==> config.mk <==
export PLATFORM = sky130hd
export DESIGN_NAME = key_event_ctrl
export DESIGN_NICKNAME = d
export VERILOG_FILES = /design/src/rtl/key_event_ctrl.sv
export SDC_FILE = /design/constraint.sdc
export NUM_CORES = 1
export LEC_CHECK = 0
export ABC_AREA = 1
export BUFFER_PORTS_ARGS = -buffer_cell sky130_fd_sc_hd__buf_2
export CAP_MARGIN = 25
export CORE_UTILIZATION = 45
export CTS_CLUSTER_SIZE = 30
export DETAILED_ROUTE_END_ITERATION = 8
export PLACE_DENSITY = 0.7
export SLEW_MARGIN = 20
export SYNTH_ARGS = -nofsm -noshare
export SYNTH_HDL_FRONTEND = slang
export SYNTH_SLANG_ARGS = --single-unit
==> constraint.sdc <==
create_clock -name clk -period 2.3 [get_ports clk]
set_input_delay 0.46 -clock clk [delete_from_list [all_inputs] [get_ports clk]]
set_output_delay 0.46 -clock clk [all_outputs]
set_load 0.01 [all_outputs]
==> src/rtl/key_event_ctrl.sv <==
// key_event_ctrl
//   Conditions one raw mechanical key (active-low, asynchronous to clk) into
//   a debounced level plus single-cycle press, release, long-press and
//   optional auto-repeat events. Instantiate one per key.
//
//   Build option: define KEY_REPEAT_EN to build the auto-repeat counter.
//   Without it, repeat_pulse is tied to 0.
//
//   Ports
//     clk            in   system clock
//     rst_n          in   asynchronous active-low reset
//     key_in         in   raw key, active-low
//     key_level      out  debounced level, active-low (1 = released)
//     key_held       out  1 while debounced pressed
//     press_pulse    out  one-cycle pulse on accepted press
//     release_pulse  out  one-cycle pulse on accepted release
//     long_pulse     out  one-cycle pulse when the hold reaches LONG_CYC
//     repeat_pulse   out  one-cycle auto-repeat pulse (KEY_REPEAT_EN only)
//     dbg_state      out  current FSM state (S_IDLE..S_RELEASE_DB)
//
//   Handshake: none; every output is a registered level or pulse that is
//   valid in the cycle after the clock edge producing it.
module key_event_ctrl #(
    parameter int DEBOUNCE_CYC = 1_000_000,
    parameter int LONG_CYC     = 50_000_000,
    parameter int REPEAT_CYC   = 10_000_000,
    parameter int CNT_W        = 26
) (
    input  logic       clk,
    input  logic       rst_n,
    input  logic       key_in,
    output logic       key_level,
    output logic       key_held,
    output logic       press_pulse,
    output logic       release_pulse,
    output logic       long_pulse,
    output logic       repeat_pulse,
    output logic [1:0] dbg_state
);

    typedef enum logic [1:0] {
        S_IDLE       = 2'd0,
        S_PRESS_DB   = 2'd1,
        S_HELD       = 2'd2,
        S_RELEASE_DB = 2'd3
    } state_t;

    localparam logic [CNT_W-1:0] DB_LAST   = CNT_W'(DEBOUNCE_CYC - 1);
    localparam logic [CNT_W-1:0] LONG_LAST = CNT_W'(LONG_CYC - 1);
    localparam logic [CNT_W-1:0] LONG_MAX  = CNT_W'(LONG_CYC);

    state_t             r_state;
    state_t             w_state_next;
    logic               r_sync1;
    logic               r_sync2;
    logic [CNT_W-1:0]   r_db_cnt;
    logic [CNT_W-1:0]   w_db_cnt_next;
    logic [CNT_W-1:0]   r_hold_cnt;
    logic               r_key_level;
    logic               r_key_held;
    logic               r_press;
    logic               r_release;
    logic               r_long;
    logic               w_ks;
    logic               w_db_last;
    logic               w_press_set;
    logic               w_release_set;
    logic               w_in_hold;
    logic               w_long_set;

    assign w_ks      = r_sync2;
    assign w_db_last = (r_db_cnt == DB_LAST);
    // hold_cnt runs through both pressed states so a release bounce does
    // not restart the long-press timer.
    assign w_in_hold = (r_state == S_HELD) || (r_state == S_RELEASE_DB);
    // A release completing on the same edge wins over the long press.
    assign w_long_set = w_in_hold && (r_hold_cnt == LONG_LAST) && !w_release_set;

    always_comb begin
        w_state_next  = r_state;
        w_db_cnt_next = r_db_cnt;
        w_press_set   = 1'b0;
        w_release_set = 1'b0;
        case (r_state)
            S_IDLE: begin
                if (!w_ks) begin
                    w_state_next  = S_PRESS_DB;
                    w_db_cnt_next = '0;
                end
            end
            S_PRESS_DB: begin
                if (w_ks) begin
                    w_state_next = S_IDLE;
                end else if (w_db_last) begin
                    w_state_next = S_HELD;
                    w_press_set  = 1'b1;
                end else begin
                    w_db_cnt_next = r_db_cnt + 1'b1;
                end
            end
            S_HELD: begin
                if (w_ks) begin
                    w_state_next  = S_RELEASE_DB;
                    w_db_cnt_next = '0;
                end
            end
            S_RELEASE_DB: begin
                if (!w_ks) begin
                    w_state_next = S_HELD;
                end else if (w_db_last) begin
                    w_state_next  = S_IDLE;
                    w_release_set = 1'b1;
                end else begin
                    w_db_cnt_next = r_db_cnt + 1'b1;
                end
            end
            default: w_state_next = S_IDLE;
        endcase
    end

    always_ff @(posedge clk or negedge rst_n) begin
        if (!rst_n) begin
            r_sync1     <= 1'b1;
            r_sync2     <= 1'b1;
            r_state     <= S_IDLE;
            r_db_cnt    <= '0;
            r_hold_cnt  <= '0;
            r_key_level <= 1'b1;
            r_key_held  <= 1'b0;
            r_press     <= 1'b0;
            r_release   <= 1'b0;
            r_long      <= 1'b0;
        end else begin
            r_sync1   <= key_in;
            r_sync2   <= r_sync1;
            r_state   <= w_state_next;
            r_db_cnt  <= w_db_cnt_next;
            r_press   <= w_press_set;
            r_release <= w_release_set;
            r_long    <= w_long_set;
            if (w_press_set) begin
                r_key_level <= 1'b0;
                r_key_held  <= 1'b1;
            end else if (w_release_set) begin
                r_key_level <= 1'b1;
                r_key_held  <= 1'b0;
            end
            if (w_press_set) begin
                r_hold_cnt <= '0;
            end else if (w_in_hold && (r_hold_cnt != LONG_MAX)) begin
                r_hold_cnt <= r_hold_cnt + 1'b1;
            end
        end
    end

`ifdef KEY_REPEAT_EN
    localparam logic [CNT_W-1:0] RPT_LAST = CNT_W'(REPEAT_CYC - 1);

    logic [CNT_W-1:0] r_rpt_cnt;
    logic             r_repeat;
    logic             w_rpt_armed;

    // hold_cnt sits at LONG_MAX only after long_pulse has fired in this press,
    // so it doubles as the "repeat armed" flag. Counting happens in HELD only,
    // which freezes the count while a release is being debounced.
    assign w_rpt_armed = (r_state == S_HELD) && (r_hold_cnt == LONG_MAX);

    always_ff @(posedge clk or negedge rst_n) begin
        if (!rst_n) begin
            r_rpt_cnt <= '0;
            r_repeat  <= 1'b0;
        end else begin
            r_repeat <= 1'b0;
            if (r_state == S_IDLE) begin
                r_rpt_cnt <= '0;
            end else if (w_rpt_armed) begin
                if (r_rpt_cnt == RPT_LAST) begin
                    r_rpt_cnt <= '0;
                    r_repeat  <= 1'b1;
                end else begin
                    r_rpt_cnt <= r_rpt_cnt + 1'b1;
                end
            end
        end
    end

    assign repeat_pulse = r_repeat;
`else
    assign repeat_pulse = 1'b0;
`endif

    assign key_level     = r_key_level;
    assign key_held      = r_key_held;
    assign press_pulse   = r_press;
    assign release_pulse = r_release;
    assign long_pulse    = r_long;
    assign dbg_state     = r_state;

endmodule
==> results of run 1 <==
-- power by group through the flow --
| stage | clock, mW | sequential (mW) | combinational, mW |
|---|---|---|---|
| final | 0.979 | 1.10 | 0.116 |
| after CTS | 1.00 | 1.10 | 0.120 |
| after global placement | 0 | 1.12 | 0.116 |
| after floorplan | 0 | 1.12 | 0.0784 |
| after global routing | 1.04 | 1.10 | 0.132 |
| after detailed placement | 0 | 1.12 | 0.119 |
-- kinds of logic (layout without fill, tap and decap cells) --
family,Yosys count,in the layout,share of synthesized area [%]
flip-flops,61,61,36.4
adder cells (fa/ha/maj),3,3,0.892
AO/OA/AOI/OAI,20,20,3.24
buffers and inverters,81,97,9.04
AND/OR/NAND/NOR,448,448,46.4
other,1,1,0.0891
XOR/XNOR,19,19,3.95
-- routing by layer --
layer  wire, µm  up-vias  global-route usage (%)
met1       4300     1811                    26.7
met4        131        0                    6.66
met5          0        -                       0
li1           -     2004                       -
met3        364       12                    4.04
met2       4980       75                    41.4
-- cell type report --
| type | instances | area, µm² | share of cell area, % |
|---|---|---|---|
| multi-input combinational | 491 | 2300 | 51.1 |
| sequential | 61 | 1530 | 34.0 |
| inverter | 66 | 248 | 5.51 |
| tap | 108 | 135 | 3.00 |
| clock buffer | 9 | 124 | 2.75 |
| timing repair buffer | 15 | 90.1 | 2.00 |
| clock inverter | 7 | 75.1 | 1.67 |
-- path summary, 6_finish.rpt --
path                             endpoint  slack [ns]  depth (start not counted)
min in group clk                  r_sync1        0.20                          1
max in group asynchronous       key_level        1.48                          2
max reg2reg                  r_db_cnt[18]        0.29                          9
min                        r_hold_cnt[21]        0.09                          1
max                          r_db_cnt[18]        0.29                          9
min reg2reg                       r_sync2        0.36                          0
-- stage by stage --
step                total power, mW  setup slack, ns  hold WS [ns]
global placement               1.24            0.412         0.346
detailed placement             1.24            0.326         0.348
CTS                            2.22            0.304        0.0956
floorplan                      1.20            0.640         0.164
finish                         2.20            0.295        0.0880
global route                   2.27           0.0986         0.110
-- placed cells by master, fill, tap and decap left out, types with 2 or more instances in the layout --
cell	instances
nor2_4	2
o21ai_0	7
nand2_2	11
nand3b_1	11
nand3_1	83
nand3_2	2
nor2_1	106
xor2_1	17
dfstp_2	3
nand2_4	3
ha_1	3
xnor2_1	2
inv_2	3
dfrtp_1	58
clkbuf_8	9
clkinvlp_4	3
o21ai_2	9
nor3_1	5
buf_4	6
nand2_1	212
o21ai_1	2
nand4_1	9
buf_2	9
inv_1	63
==> impl_metrics.json, run 1 <==
{
  "cpPeakStageDelay_ns": 0.45,
  "crit_family": "simple AND/OR/NAND/NOR gates",
  "arrival_ns": 2.28,
  "cts_resized": 0,
  "postCtsHoldBufs": 0,
  "p_per_area_nw_per_um2": 488,
  "clk_pin_slew_ns": 0.08,
  "die_w_um": 98.7,
  "drt_first_pass_iters": 5,
  "n_antenna_cell": 0,
  "ant_nets": 0,
  "finalCritPeriodShare_pct": 87.2,
  "drt-total-wl_mm": 9.78,
  "crit_type": "register to register",
  "p_leak_nw": 2.17,
  "die_y_um": 98.7,
  "p_switching_uw": 581,
  "drv_cap": 0,
  "cts_made_buffers": 9,
  "rsz0062_at_grt": "no",
  "grtUsageTotal_pct": 22.5,
  "place_area_um2": 4300,
  "fin_cells": 757,
  "postCtsSetupBuffers": 0,
  "start_kind": "register",
  "grt_pass1_wl_mm": 17.5,
  "worst_pin_slew_ns": 0.549,
  "yosysWarnings": 0,
  "fmax_mhz": 499,
  "wl_per_cell_um": 12.9,
  "netlist_instances": 633,
  "path_cells": "ha_1 -> nand2_2 -> nor2_4 -> nand2_2 -> nor2_2 -> nand3_2 -> nand2_4 -> nand2_1 -> o21ai_2",
  "async_reset_ff_share_pct": 100,
  "gr-total-overflow": 0,
  "power.share.clock_pct": 44.6,
  "synth_top_area_cell": "dfrtp_1",
  "synthTopCellsByCount": "nand2_1, nor2_1, nand3_1",
  "clock_path_buffers": 2,
  "power.internal_mw": 1.62,
  "yosysMostFrequentCell": "nand2_1",
  "dp.cells": 741,
  "row_count": 34,
  "grt_antenna_before_repair": 0,
  "ys_ff_latch": 61,
  "ys_seq_area_share_pct": 36.4,
  "h-tree-depth": 3,
  "drc": 0,
  "synth_area_um2": 4210,
  "relSlewSlack_pct": 63.4,
  "start_util_pct": 47.3,
  "end_kind": "register",
  "peakVddDrop_mv": 0.336,
  "crit_top_cell": "nand2_2",
  "portBuffers": 9,
  "reg2reg_from": "r_db_cnt[0]",
  "synth_edf_count": 0,
  "final_util_pct": 50.6,
  "grt_pass1_vias": 3808,
  "ys.flop_type": "dfrtp_1",
  "synthTopCellsByArea": "dfrtp_1, nand2_1, nand3_1",
  "cp.required_ns": 2.57,
  "postSynthAreaPerCell_um2": 6.65,
  "ys_types": 33,
  "tritoncts": "built",
  "crit_slowest_cell": "dfrtp_1",
  "drtIter0Drc": 122,
  "worstSetupStartpoint": "r_db_cnt[0]",
  "p_seq_share_pct": 50.1,
  "finClkSkew_ns": 0.0115,
  "drive_gt1_share_pct": 10.3,
  "gp_congestion": 0.897,
  "p_sw_share_pct": 26.5,
  "cts.sinks": 61,
  "share_comb_of_total_power_pct": 5.3,
  "core_area_um2": 8890,
  "io-pin-count": 11,
  "fin_nets": 650,
  "area_delta_synth_final_pct": 6.93,
  "hold_path_class": "input pin to async pin",
  "dp_hpwl_mm": 7.12,
  "n_fill_cell": 895,
  "root_buffer": "clkbuf_8",
  "viasPerCell": 5.15,
  "clkLatencyLatePin_ns": 0.35,
  "setup_viol": 0,
  "die-area_um2": 9740,
  "grt_max_degree": 32,
  "maxSlewViolCount": 0,
  "finalCriticalPeriod_ns": 2.01,
  "vias": 3902,
  "critPathMaxFanout": 31,
  "path_buf_inv": 0,
  "layout_top_registers": "r_db_cnt: 26 flops, r_hold_cnt: 26 flops",
  "finalHoldViolations": 0,
  "status": "complete, no violations",
  "postLayoutCellArea_um2": 4500,
  "synth_top_area_share_pct": 34.5,
  "fin_tns_setup_ns": 0,
  "syn_nets": 639
}
Power figures use the tool's default switching activity.
==> run 2, diff against run 1 <==
- ABC_AREA: 1 -> unset
- PLACE_DENSITY: 0.7 -> 0.71
- clock period: 2.3 -> 2.2 ns (I/O delays scaled with it)
==> impl_metrics.json, run 2 <==
{
  "status": "complete, but fails checks",
  "violations": "setup timing",
  "postLayoutCellArea_um2": 3980,
  "ant_nets": 0,
  "grt_max_degree": 29,
  "ys.flop_type": "dfrtp_1",
  "drc": 0,
  "postCtsHoldBufs": 0,
  "gr-total-overflow": 0,
  "dp.cells": 477,
  "fin_nets": 405,
  "viasPerCell": 5.69,
  "clkLatencyLatePin_ns": 0.35,
  "vias": 2845,
  "row_count": 30,
  "crit_slowest_cell": "or4_4",
  "yosys.area_share.simple_pct": 27.4,
  "grt_antenna_before_repair": 0,
  "p_leak_nw": 1.68,
  "place_area_um2": 3620,
  "path_buf_inv": 3,
  "start_util_pct": 46.9,
  "mostFrequentLayoutCells": "dfrtp_1, buf_4, nor2_1",
  "synth_top_family_by_area": "simple AND/OR/NAND/NOR gates",
  "crit_family": "simple AND/OR/NAND/NOR gates",
  "finClkSkew_ns": 0.0116,
  "grt_pass1_wl_mm": 12.4,
  "fin_cells": 500,
  "synthTopCellsByCount": "dfrtp_1, nor2_1, nand2_1",
  "n_antenna_cell": 0,
  "worst_pin_slew_ns": 0.663,
  "clock_path_buffers": 2,
  "worst_slack_ns": -0.170,
  "tritoncts": "built",
  "root_buffer": "clkbuf_8",
  "core_area_um2": 6870,
  "start_kind": "register",
  "async_reset_ff_share_pct": 100,
  "synthTopCellsByArea": "dfrtp_1, nor2_1, nand3_1",
  "synth_xor_area_share_pct": 5.44,
  "hold_path_class": "input pin to async pin",
  "area_delta_synth_final_pct": 23.5,
  "cts_made_buffers": 9,
  "synth_fa_ha_area_share_pct": 1.17,
  "n_fill_cell": 593,
  "layout_commonest_cell": "dfrtp_1",
  "rsz0062_at_grt": "yes",
  "rrSetupSlack_ns": -0.17,
  "cts.sinks": 61,
  "critPathMaxFanout": 4,
  "syn_nets": 356,
  "drive_gt1_share_pct": 23.5,
  "crit_top_cell": "or4_4",
  "crit_type": "register to register",
  "p_per_area_nw_per_um2": 544,
  "maxSlewViolCount": 0,
  "finalCriticalPeriod_ns": 2.37,
  "grt_pass1_vias": 2658,
  "end_kind": "register",
  "die_y_um": 86.6,
  "layout_top_registers": "r_db_cnt: 26 flops, r_hold_cnt: 26 flops",
  "finalCritPeriodShare_pct": 108,
  "finalHoldViolations": 0,
  "synth_mux_area_share_pct": 0.971,
  "wl_per_cell_um": 15.0,
  "clk_pin_slew_ns": 0.08,
  "io-pin-count": 11,
  "cp.required_ns": 2.48,
  "dp_hpwl_mm": 5.07,
  "ys_types": 51,
  "fmax_mhz": 422,
  "setup_viol": 28,
  "synth_area_um2": 3220,
  "drt-total-wl_mm": 7.50,
  "postSynthAreaPerCell_um2": 9.21,
  "yosysMostFrequentCell": "dfrtp_1",
  "path_cells": "or4_4 -> or4_4 -> buf_6 -> o21ai_4 -> clkinvlp_4 -> buf_4 -> a21oi_1 -> a31o_2",
  "cpPeakStageDelay_ns": 0.56,
  "synth_top_area_cell": "dfrtp_1",
  "drt_first_pass_iters": 4,
  "grtUsageTotal_pct": 21.3,
  "portBuffers": 9,
  "arrival_ns": 2.65,
  "drv_cap": 0,
  "die-area_um2": 7500,
  "ys_seq_area_share_pct": 47.5,
  "reg2reg_from": "r_db_cnt[10]",
  "gp_congestion": 0.830,
  "netlist_instances": 350,
  "total_power_mw": 2.16,
  "synth-compound-area-share_pct": 13.8,
  "synth_top_area_share_pct": 45.0,
  "r2r-end": "r_db_cnt[2]",
  "relSlewSlack_pct": 55.6,
  "ys_ff_latch": 61,
  "peakVddDrop_mv": 0.256,
  "yosysWarnings": 0,
  "die_w_um": 86.6,
  "rr_worst_depth": 8,
  "synth_edf_count": 0,
  "dp_slack_ns": -0.0855,
  "h-tree-depth": 3,
  "drtIter0Drc": 226
}
-- run 2: cell types whose count changed in the layout (fill, tap and decap cells not counted), moves of 9 or more --
cell	delta
nand3b_1	-10
a21oi_1	+16
nand3_1	-59
inv_1	-52
nand2_2	-11
nor2_1	-72
nand2_1	-185
and3_1	+9
nand4_1	+9
buf_4	+31
-- run 2: through the flow --
step | utilization, % | hold WS (ns) | TNS [ns]
after detailed placement | 52.7 | 0.349 | -0.219
after global placement | 52.7 | 0.346 | -0.0696
after global routing | 57.9 | 0.0600 | -3.67
after floorplan | - | 0.144 | -0.0500
final | 57.9 | 0.0273 | -2.14
after CTS | 55.9 | 0.0408 | -0.951
-- run 2: kinds of logic (layout without fill, tap and decap cells) --
group / after synthesis / after routing
and+or+nand+nor: 164 / 164
AOI/OAI and AO/OA: 71 / 71
DFF: 61 / 61
buffers and inverters: 27 / 81
xor gates and xnor gates: 20 / 20
adders and majority gates: 3 / 3
muxes: 3 / 3
other: 1 / 1
-- run 2: how the worst max path moves through the flow --
stage,startpoint,to,slack (ns),cells past startpoint
finish,r_db_cnt[10],r_db_cnt[2],-0.17,8
CTS,r_db_cnt[22],r_hold_cnt[10],-0.1,5
floorplan,r_db_cnt[22],r_hold_cnt[2],-0.02,6
global placement,r_db_cnt[22],r_hold_cnt[10],-0.04,5
detailed placement,r_db_cnt[22],r_db_cnt[2],-0.09,6
global route,r_db_cnt[10],r_db_cnt[2],-0.21,8
-- run 2: area by class of cell --
type / instances / area, µm² / share of cell area (%)
clock buffer: 10 / 138 / 3.46
clock inverter: 6 / 38.8 / 0.975
inverter: 12 / 48.8 / 1.23
multi-input combinational: 262 / 1680 / 42.3
sequential: 61 / 1530 / 38.5
tap: 96 / 120 / 3.02
timing repair buffer: 53 / 419 / 10.5
-- run 2: metal layers --
| layer | vias to the layer above | wire (µm) | track usage [%] |
|---|---|---|---|
| li1 | 1383 | - | - |
| met1 | 1387 | 3640 | 29.4 |
| met2 | 65 | 3410 | 32.5 |
| met3 | 10 | 355 | 4.95 |
| met4 | 0 | 100 | 8.33 |
| met5 | - | 0 | 0 |
-- run 2: power by group --
group / leakage (nW) / switching [mW] / internal, mW
Sequential: 0.837 / 0.00830 / 1.13
Combinational: 0.752 / 0.0806 / 0.0523
Clock: 0.0880 / 0.455 / 0.434
Total: 1.68 / 0.544 / 1.62
-- run 2: timing repair --
action / in CTS / in global routing
endpoints found under the setup margin: 19 / 33
resized for setup: 4 / 19
cloned: 0 / 1
buffers inserted: 4 / 2
endpoints found under the hold margin: 0 / 0
pin swaps: 2 / 8
